### config.mk
export PLATFORM = sky130hd
export DESIGN_NAME = mem32_byte_streamer
export DESIGN_NICKNAME = d
export VERILOG_FILES = /design/src/rtl/mem32_byte_streamer.sv
export SDC_FILE = /design/constraint.sdc
export NUM_CORES = 1
export LEC_CHECK = 0
export ABC_AREA = 0
export BUFFER_PORTS_ARGS = -buffer_cell sky130_fd_sc_hd__buf_2
export CAP_MARGIN = 20
export CORE_MARGIN = 2
export CORE_UTILIZATION = 40
export DETAILED_ROUTE_END_ITERATION = 8
export GPL_TIMING_DRIVEN = 0
export HOLD_SLACK_MARGIN = 0.1
export MAX_ROUTING_LAYER = met4
export PLACE_DENSITY = 0.66
export RECOVER_POWER = 50
export SLEW_MARGIN = 25
export SYNTH_ARGS = -nofsm -noshare
export SYNTH_HDL_FRONTEND = slang
export SYNTH_SLANG_ARGS = --single-unit
### constraint.sdc
create_clock -name clk -period 3.43 [get_ports clk]
set_input_delay 0.686 -clock clk [delete_from_list [all_inputs] [get_ports clk]]
set_output_delay 0.686 -clock clk [all_outputs]
set_load 0.03 [all_outputs]
### src/rtl/mem32_byte_streamer.sv
// mem32_byte_streamer
//
// Reads the four bytes of the mem32 store (addr 0..3) one at a time on a
// start pulse and presents them LSB first on a valid/ready byte stream.
// Optionally appends an XOR checksum byte.
//
// Build option:
//   STREAM_CSUM_EN  when defined, a fifth byte (XOR of the four data bytes)
//                   follows the data and carries m_last. When undefined,
//                   byte 3 carries m_last and the stream is four bytes.
//
// Parameters:
//   TIMEOUT    cycles to wait for mem_valid after a read request (1..255)
//
// Ports:
//   clk        clock, rising edge
//   rst        synchronous active-high reset
//   start      begin a 4-byte transfer (sampled only while idle)
//   busy       high whenever not idle
//   done       one-cycle pulse at the end of a transfer (ok or errored)
//   err        sticky timeout flag, cleared by the next accepted start
//   mem_rd     read strobe to the store
//   mem_wr     write strobe to the store, always 0
//   mem_addr   byte address of the current read
//   mem_data   store read data
//   mem_valid  store read data valid
//   m_data     stream byte
//   m_valid    stream valid
//   m_ready    stream ready from the consumer
//   m_last     final byte of the transfer
//
// All outputs decode from registered state only; there is no combinational
// path from m_ready or mem_valid to any output.

module mem32_byte_streamer #(
    parameter int unsigned TIMEOUT = 15
) (
    input  logic       clk,
    input  logic       rst,
    input  logic       start,
    output logic       busy,
    output logic       done,
    output logic       err,
    output logic       mem_rd,
    output logic       mem_wr,
    output logic [1:0] mem_addr,
    input  logic [7:0] mem_data,
    input  logic       mem_valid,
    output logic [7:0] m_data,
    output logic       m_valid,
    input  logic       m_ready,
    output logic       m_last
);

    localparam logic [7:0] TimeoutVal = 8'(TIMEOUT);

`ifdef STREAM_CSUM_EN
    typedef enum logic [2:0] {
        StIdle,
        StReq,
        StWait,
        StSend,
        StCsum,
        StDone
    } state_e;
`else
    typedef enum logic [2:0] {
        StIdle,
        StReq,
        StWait,
        StSend,
        StDone
    } state_e;
`endif

    state_e     state_q, state_d;
    logic [1:0] idx_q, idx_d;
    logic [7:0] timer_q, timer_d;
    logic [7:0] byte_q, byte_d;
    logic       err_q, err_d;
    logic [7:0] timer_inc;
`ifdef STREAM_CSUM_EN
    logic [7:0] csum_q, csum_d;
`endif

    // ------------------------------------------------------------------
    // State registers
    // ------------------------------------------------------------------
    always_ff @(posedge clk) begin
        if (rst) begin
            state_q <= StIdle;
            idx_q   <= 2'd0;
            timer_q <= 8'd0;
            byte_q  <= 8'd0;
            err_q   <= 1'b0;
`ifdef STREAM_CSUM_EN
            csum_q  <= 8'd0;
`endif
        end else begin
            state_q <= state_d;
            idx_q   <= idx_d;
            timer_q <= timer_d;
            byte_q  <= byte_d;
            err_q   <= err_d;
`ifdef STREAM_CSUM_EN
            csum_q  <= csum_d;
`endif
        end
    end

    assign timer_inc = timer_q + 8'd1;

    // ------------------------------------------------------------------
    // Next-state logic
    // ------------------------------------------------------------------
    always_comb begin
        state_d = state_q;
        idx_d   = idx_q;
        timer_d = timer_q;
        byte_d  = byte_q;
        err_d   = err_q;
`ifdef STREAM_CSUM_EN
        csum_d  = csum_q;
`endif

        case (state_q)
            StIdle: begin
                if (start) begin
                    idx_d   = 2'd0;
                    err_d   = 1'b0;
`ifdef STREAM_CSUM_EN
                    csum_d  = 8'd0;
`endif
                    state_d = StReq;
                end
            end

            StReq: begin
                timer_d = 8'd0;
                state_d = StWait;
            end

            StWait: begin
                if (mem_valid) begin
                    byte_d  = mem_data;
`ifdef STREAM_CSUM_EN
                    csum_d  = csum_q ^ mem_data;
`endif
                    state_d = StSend;
                end else if (timer_inc >= TimeoutVal) begin
                    // Saturate at TIMEOUT; the transfer ends with no more bytes.
                    timer_d = TimeoutVal;
                    err_d   = 1'b1;
                    state_d = StDone;
                end else begin
                    timer_d = timer_inc;
                end
            end

            StSend: begin
                // m_valid is high throughout SEND, so m_ready alone completes it.
                if (m_ready) begin
                    if (idx_q == 2'd3) begin
`ifdef STREAM_CSUM_EN
                        state_d = StCsum;
`else
                        state_d = StDone;
`endif
                    end else begin
                        idx_d   = idx_q + 2'd1;
                        state_d = StReq;
                    end
                end
            end

`ifdef STREAM_CSUM_EN
            StCsum: begin
                if (m_ready) begin
                    state_d = StDone;
                end
            end
`endif

            StDone: begin
                state_d = StIdle;
            end

            default: begin
                state_d = StIdle;
            end
        endcase
    end

    // ------------------------------------------------------------------
    // Moore outputs
    // ------------------------------------------------------------------
    always_comb begin
        busy     = 1'b0;
        done     = 1'b0;
        mem_rd   = 1'b0;
        mem_addr = 2'd0;
        m_data   = 8'd0;
        m_valid  = 1'b0;
        m_last   = 1'b0;

        case (state_q)
            StIdle: begin
                busy = 1'b0;
            end

            StReq: begin
                busy     = 1'b1;
                mem_rd   = 1'b1;
                mem_addr = idx_q;
            end

            StWait: begin
                busy = 1'b1;
            end

            StSend: begin
                busy    = 1'b1;
                m_valid = 1'b1;
                m_data  = byte_q;
`ifdef STREAM_CSUM_EN
                m_last  = 1'b0;
`else
                m_last  = (idx_q == 2'd3);
`endif
            end

`ifdef STREAM_CSUM_EN
            StCsum: begin
                busy    = 1'b1;
                m_valid = 1'b1;
                m_data  = csum_q;
                m_last  = 1'b1;
            end
`endif

            StDone: begin
                busy = 1'b1;
                done = 1'b1;
            end

            default: begin
                busy = 1'b0;
            end
        endcase
    end

    assign err    = err_q;
    assign mem_wr = 1'b0;

endmodule
; Word-level counts from Yosys, hierarchy flattened
; Index checks and enable logic that the tools add are counted.
; W data, S select, Z words.
[totals]
inputBits = 13
elab_cells = 53
reg_bits = 22
out_inout_bits = 17
[classes]
muxes = 24
add_sub_neg = 2
magnitude_cmp = 1
reduce_logical = 10
n_eq_ne = 11
[ops]
columns = op, n
row1 = $mux W8, 3
row2 = $pmux W8 S2, 1
row3 = $mux W3, 5
row4 = $pmux W3 S4, 1
row5 = $ne A2 B2 Y1 const B, 5
row6 = $add A8 B1 Y8 const B, 1
row7 = $ge A8 B4 Y1 const B, 1
row8 = $mux W1, 8
row9 = $mux W2, 4
row10 = $reduce_and A4 Y1, 2
row11 = $eq A3 B2 Y1 const B, 2
row12 = $reduce_bool A2 Y1, 3
row13 = $pmux W2 S2, 1
row14 = $reduce_and A2 Y1, 2
row15 = $reduce_or A4 Y1, 1
row16 = $eq A3 B1 Y1 const B, 1
row17 = $eq A3 B3 Y1 const B, 1
row18 = $logic_not A3 Y1, 1
row19 = $ne A3 B3 Y1 const B, 1
row20 = $reduce_and A3 Y1, 1
row21 = $add A2 B1 Y2 const B, 1
row22 = $eq A2 B2 Y1 const B, 1
row23 = $pmux W1 S2, 1

; Logic depth before layout (Yosys ltp)
[depth]
word_depth = 5
depth_mapped = 6
ltp_nobuf = 6

; Least setup slack after synthesis
; Ideal clock, no wire load.
[synth_path]
path_type = register to output
from = reg state_q[2]
to = out m_data[0]
stages_incl_launch_ff = 6
arrival_ns = 1.497
required_ns = 2.744
n_path_buf = 2
path_slack_ns = 1.247
path_cell_list = dfxtp_1 buf_6 nand3b_1 inv_1 clkbuf_1 and2_1
[synth_via]
elab_chain_cells = 2
[synth_rtl]
columns = element, line
row1 = from (decl), 76  ; state_e state_q, state_d;
row2 = from (signal assigned), 91  ; state_q <= StIdle;
row3 = from (signal assigned), 100  ; state_q <= state_d;
row4 = $eq A3 B2 Y1, 206  ; case (state_q)
row5 = $mux W8, 206
row6 = to (decl), 49  ; output logic [7:0] m_data,
; No other way between the ends.

; Worst setup path in the final report
[layout_path]
from = reg state_q[0]
to = out m_data[3]
; The elaborated chain is that of the path after synthesis.

==> metrics.cfg <==
[outcome]
run_status = finished with violations
violations = capacitance limit, slew limit

[grt]
antenna_found_initial = 0
grt_pass1_vias = 945
met2_usage_pct = 26.5
use_met1_pct = 18.6
busiest_layer = met2
grt_pass1_wl_mm = 4.05
met3_usage_pct = 4.59
grt_use_total_pct = 15.9
grt_max_degree = 14
overflow = 0

[synth]
async_flop_share_pct = 0
seq_area_frac_synth_pct = 36.1
synth_fp_nets = 161
synthCells = 145
synth_area_sq_um = 1220
synth_area_leaders = dfxtp_1, and2_1, nand2_1
synth_edf_count = 0
yosys.area.top_type = dfxtp_1
ys_seq_elements = 22
ys_warn_count = 0
avgSynthCellArea_sq_um = 8.42
synth_top_flop_cell = dfxtp_1
synth_top_area_share_pct = 36.1
yosysUniqueCellTypes = 40

[drt]
wl_mm = 2.61
detail_route.wl_per_cell_um = 12.5
drtIter0Drc = 64
drtAntennaViolNets = 0
detail_route.drc_violations = 0
dr.pass1.iters = 4
vias = 1077
vias_per_cell = 5.15

[critical_path]
slowest_delay_ns = 0.33
start_kind = flop
crit_cells = 6
cpMaxStageDelayCell = dfxtp_1
crit_required_ns = 2.74
cp.arrival_ns = 1.87
cp_common_cell = clkbuf_1
crit_fanout = 10
cp-end-kind = primary output
path_cells = clkbuf_1, nand3b_1, inv_1, clkbuf_1, and2_1, buf_2
crit_type = reg -> out
reg2reg_depth = 4
critPathBufInv = 4
critPathTopFamily = buffers and inverters

[clock_network]
cts.sinks = 22
cts_buffers = 3
htreeDepth = 1
clk_latency_ns = 0.31
clock_path_buffers = 2
cts_hold_buf = 0
post_cts_resized = 0
root_buffer = clkbuf_4
clk_pin_slew_worst_paths_ns = 0.12
post_cts_buffers = 0
cts_tree = yes

[finish]
fin_area_sq_um = 1430
fillCellCount = 310
final_nets = 193
final_common_cell = buf_2
postLayoutCoreUtil_pct = 48.1
layout_common_cells = buf_2, nand2_1, dfxtp_1
area_growth_pct = 17.3
diodes = 0
layout-drive-gt1-share_pct = 25.6

[placed_design]
routabilityCongestion = 0.825
port_buffers = 27
dp_hpwl_mm = 1.95
pre_cts_slack_ns = 1.34
place_area_sq_um = 1400

[worst_hold_path]
holdPathStages = 2
hp-class = reg -> reg

[die]
die-width_um = 59.3
start_util_pct = 41.0
die_height_um = 59.3
rows = 20
die_area_sq_um = 3510
coreArea_sq_um = 2980
io_pins = 30

[sta]
finalCritPeriodShare_pct = 74.6
slew_headroom_pct = -9.45
finalWorstSetupSlack_ns = 0.872
fin_setup_tns_ns = 0
worst_slew_pin_slew_ns = 1.62
fmax_ghz = 0.391
hold_viol = 0
finalCriticalPeriod_ns = 2.56
report.final.slew_viol_count = 11
rsz0062_at_grt = no
setup_violations = 0
skew_ns = 0.000738

[power]
power_density_nw_per_um2 = 421
vdd_drop_max_uv = 276
p_leak_uw = 0.000580
report.power.total_uw = 603

[job]
drv_cap = 1

-- worst reg2reg max path: stages (launching register included) --
cell and delay [ns]:
dfxtp_1 0.32, clkbuf_1 0.16, nor4b_1 1.36, nor3_1 0.29
and2_0 0.27
-- final cells by class --
| type | instances | area [sq um] | area share, % |
|---|---|---|---|
| clock inverters | 1 | 30.0 | 2.10 |
| repair buffers | 27 | 134 | 9.34 |
| clock buffers | 3 | 22.5 | 1.57 |
| well taps | 33 | 41.3 | 2.88 |
| inverters | 4 | 15.0 | 1.05 |
| plain buffers | 8 | 60.1 | 4.19 |
| flip-flops and latches | 22 | 440 | 30.7 |
| multi-input cells | 111 | 689 | 48.1 |
-- where the power goes --
part	switching, uW	internal (uW)
sequential	6.22	267
clock	82.8	118
combinational	83.8	45.3
total	173	430
-- cells in the mapped netlist (all sizes together) (2+ instances only) --
cell / count
o41ai: 3
a21oi: 15
clkbuf: 2
and3: 2
ha: 3
nor3: 7
nor3b: 3
o21ai: 3
inv: 4
nor2: 9
buf: 6
nand3: 4
nor4: 2
and2: 15
nand3b: 3
o21a: 2
dfxtp: 22
nand2: 25
-- routing by layer --
metal | part of all wire, % | vias up
met1 | 46 | 490
met3 | 3.8 | 2
met4 | 1.0 | 0
li1 | - | 564
met5 | 0 | -
met2 | 49 | 21
-- metrics by stage --
stage          hold slack, ns  cells
6_report                0.458    209
4_1_cts                 0.460    209
3_5_place_dp            0.442    205
5_1_grt                 0.485    209
2_1_floorplan           0.429    145
3_3_place_gp            0.438    205
-- kinds of logic (layout without fill, tap and decap cells) --
family                   Yosys count  in the layout  synth area share, %
flip-flops                        22             22                 36.1
buffers and inverters             12             43                 6.25
adder cells (fa/ha/maj)            3              3                 3.07
AND/OR/NAND/NOR                   74             74                 35.2
other                              1              1                0.307
XOR/XNOR                           2              2                 1.43
multiplexers                       1              1                0.820
AO/OA/AOI/OAI                     30             30                 16.8
-- registers in the layout (all words and copies together) (netlist names) --
| signal | cells |
|---|---|
| byte_q | 8 |
| err | 1 |
| idx_q | 2 |
| state_q | 3 |
| timer_q | 8 |
-- worst paths after layout --
path / endpoint / slack (ns) / start
hold reg to reg: byte_q[4] / 0.46 / byte_q[4]
setup reg to reg: timer_q[5] / 0.93 / state_q[0]
setup / recovery: m_data[3] / 0.87 / state_q[0]
hold / removal: byte_q[4] / 0.46 / byte_q[4]
Power figures use the tool's default switching activity.
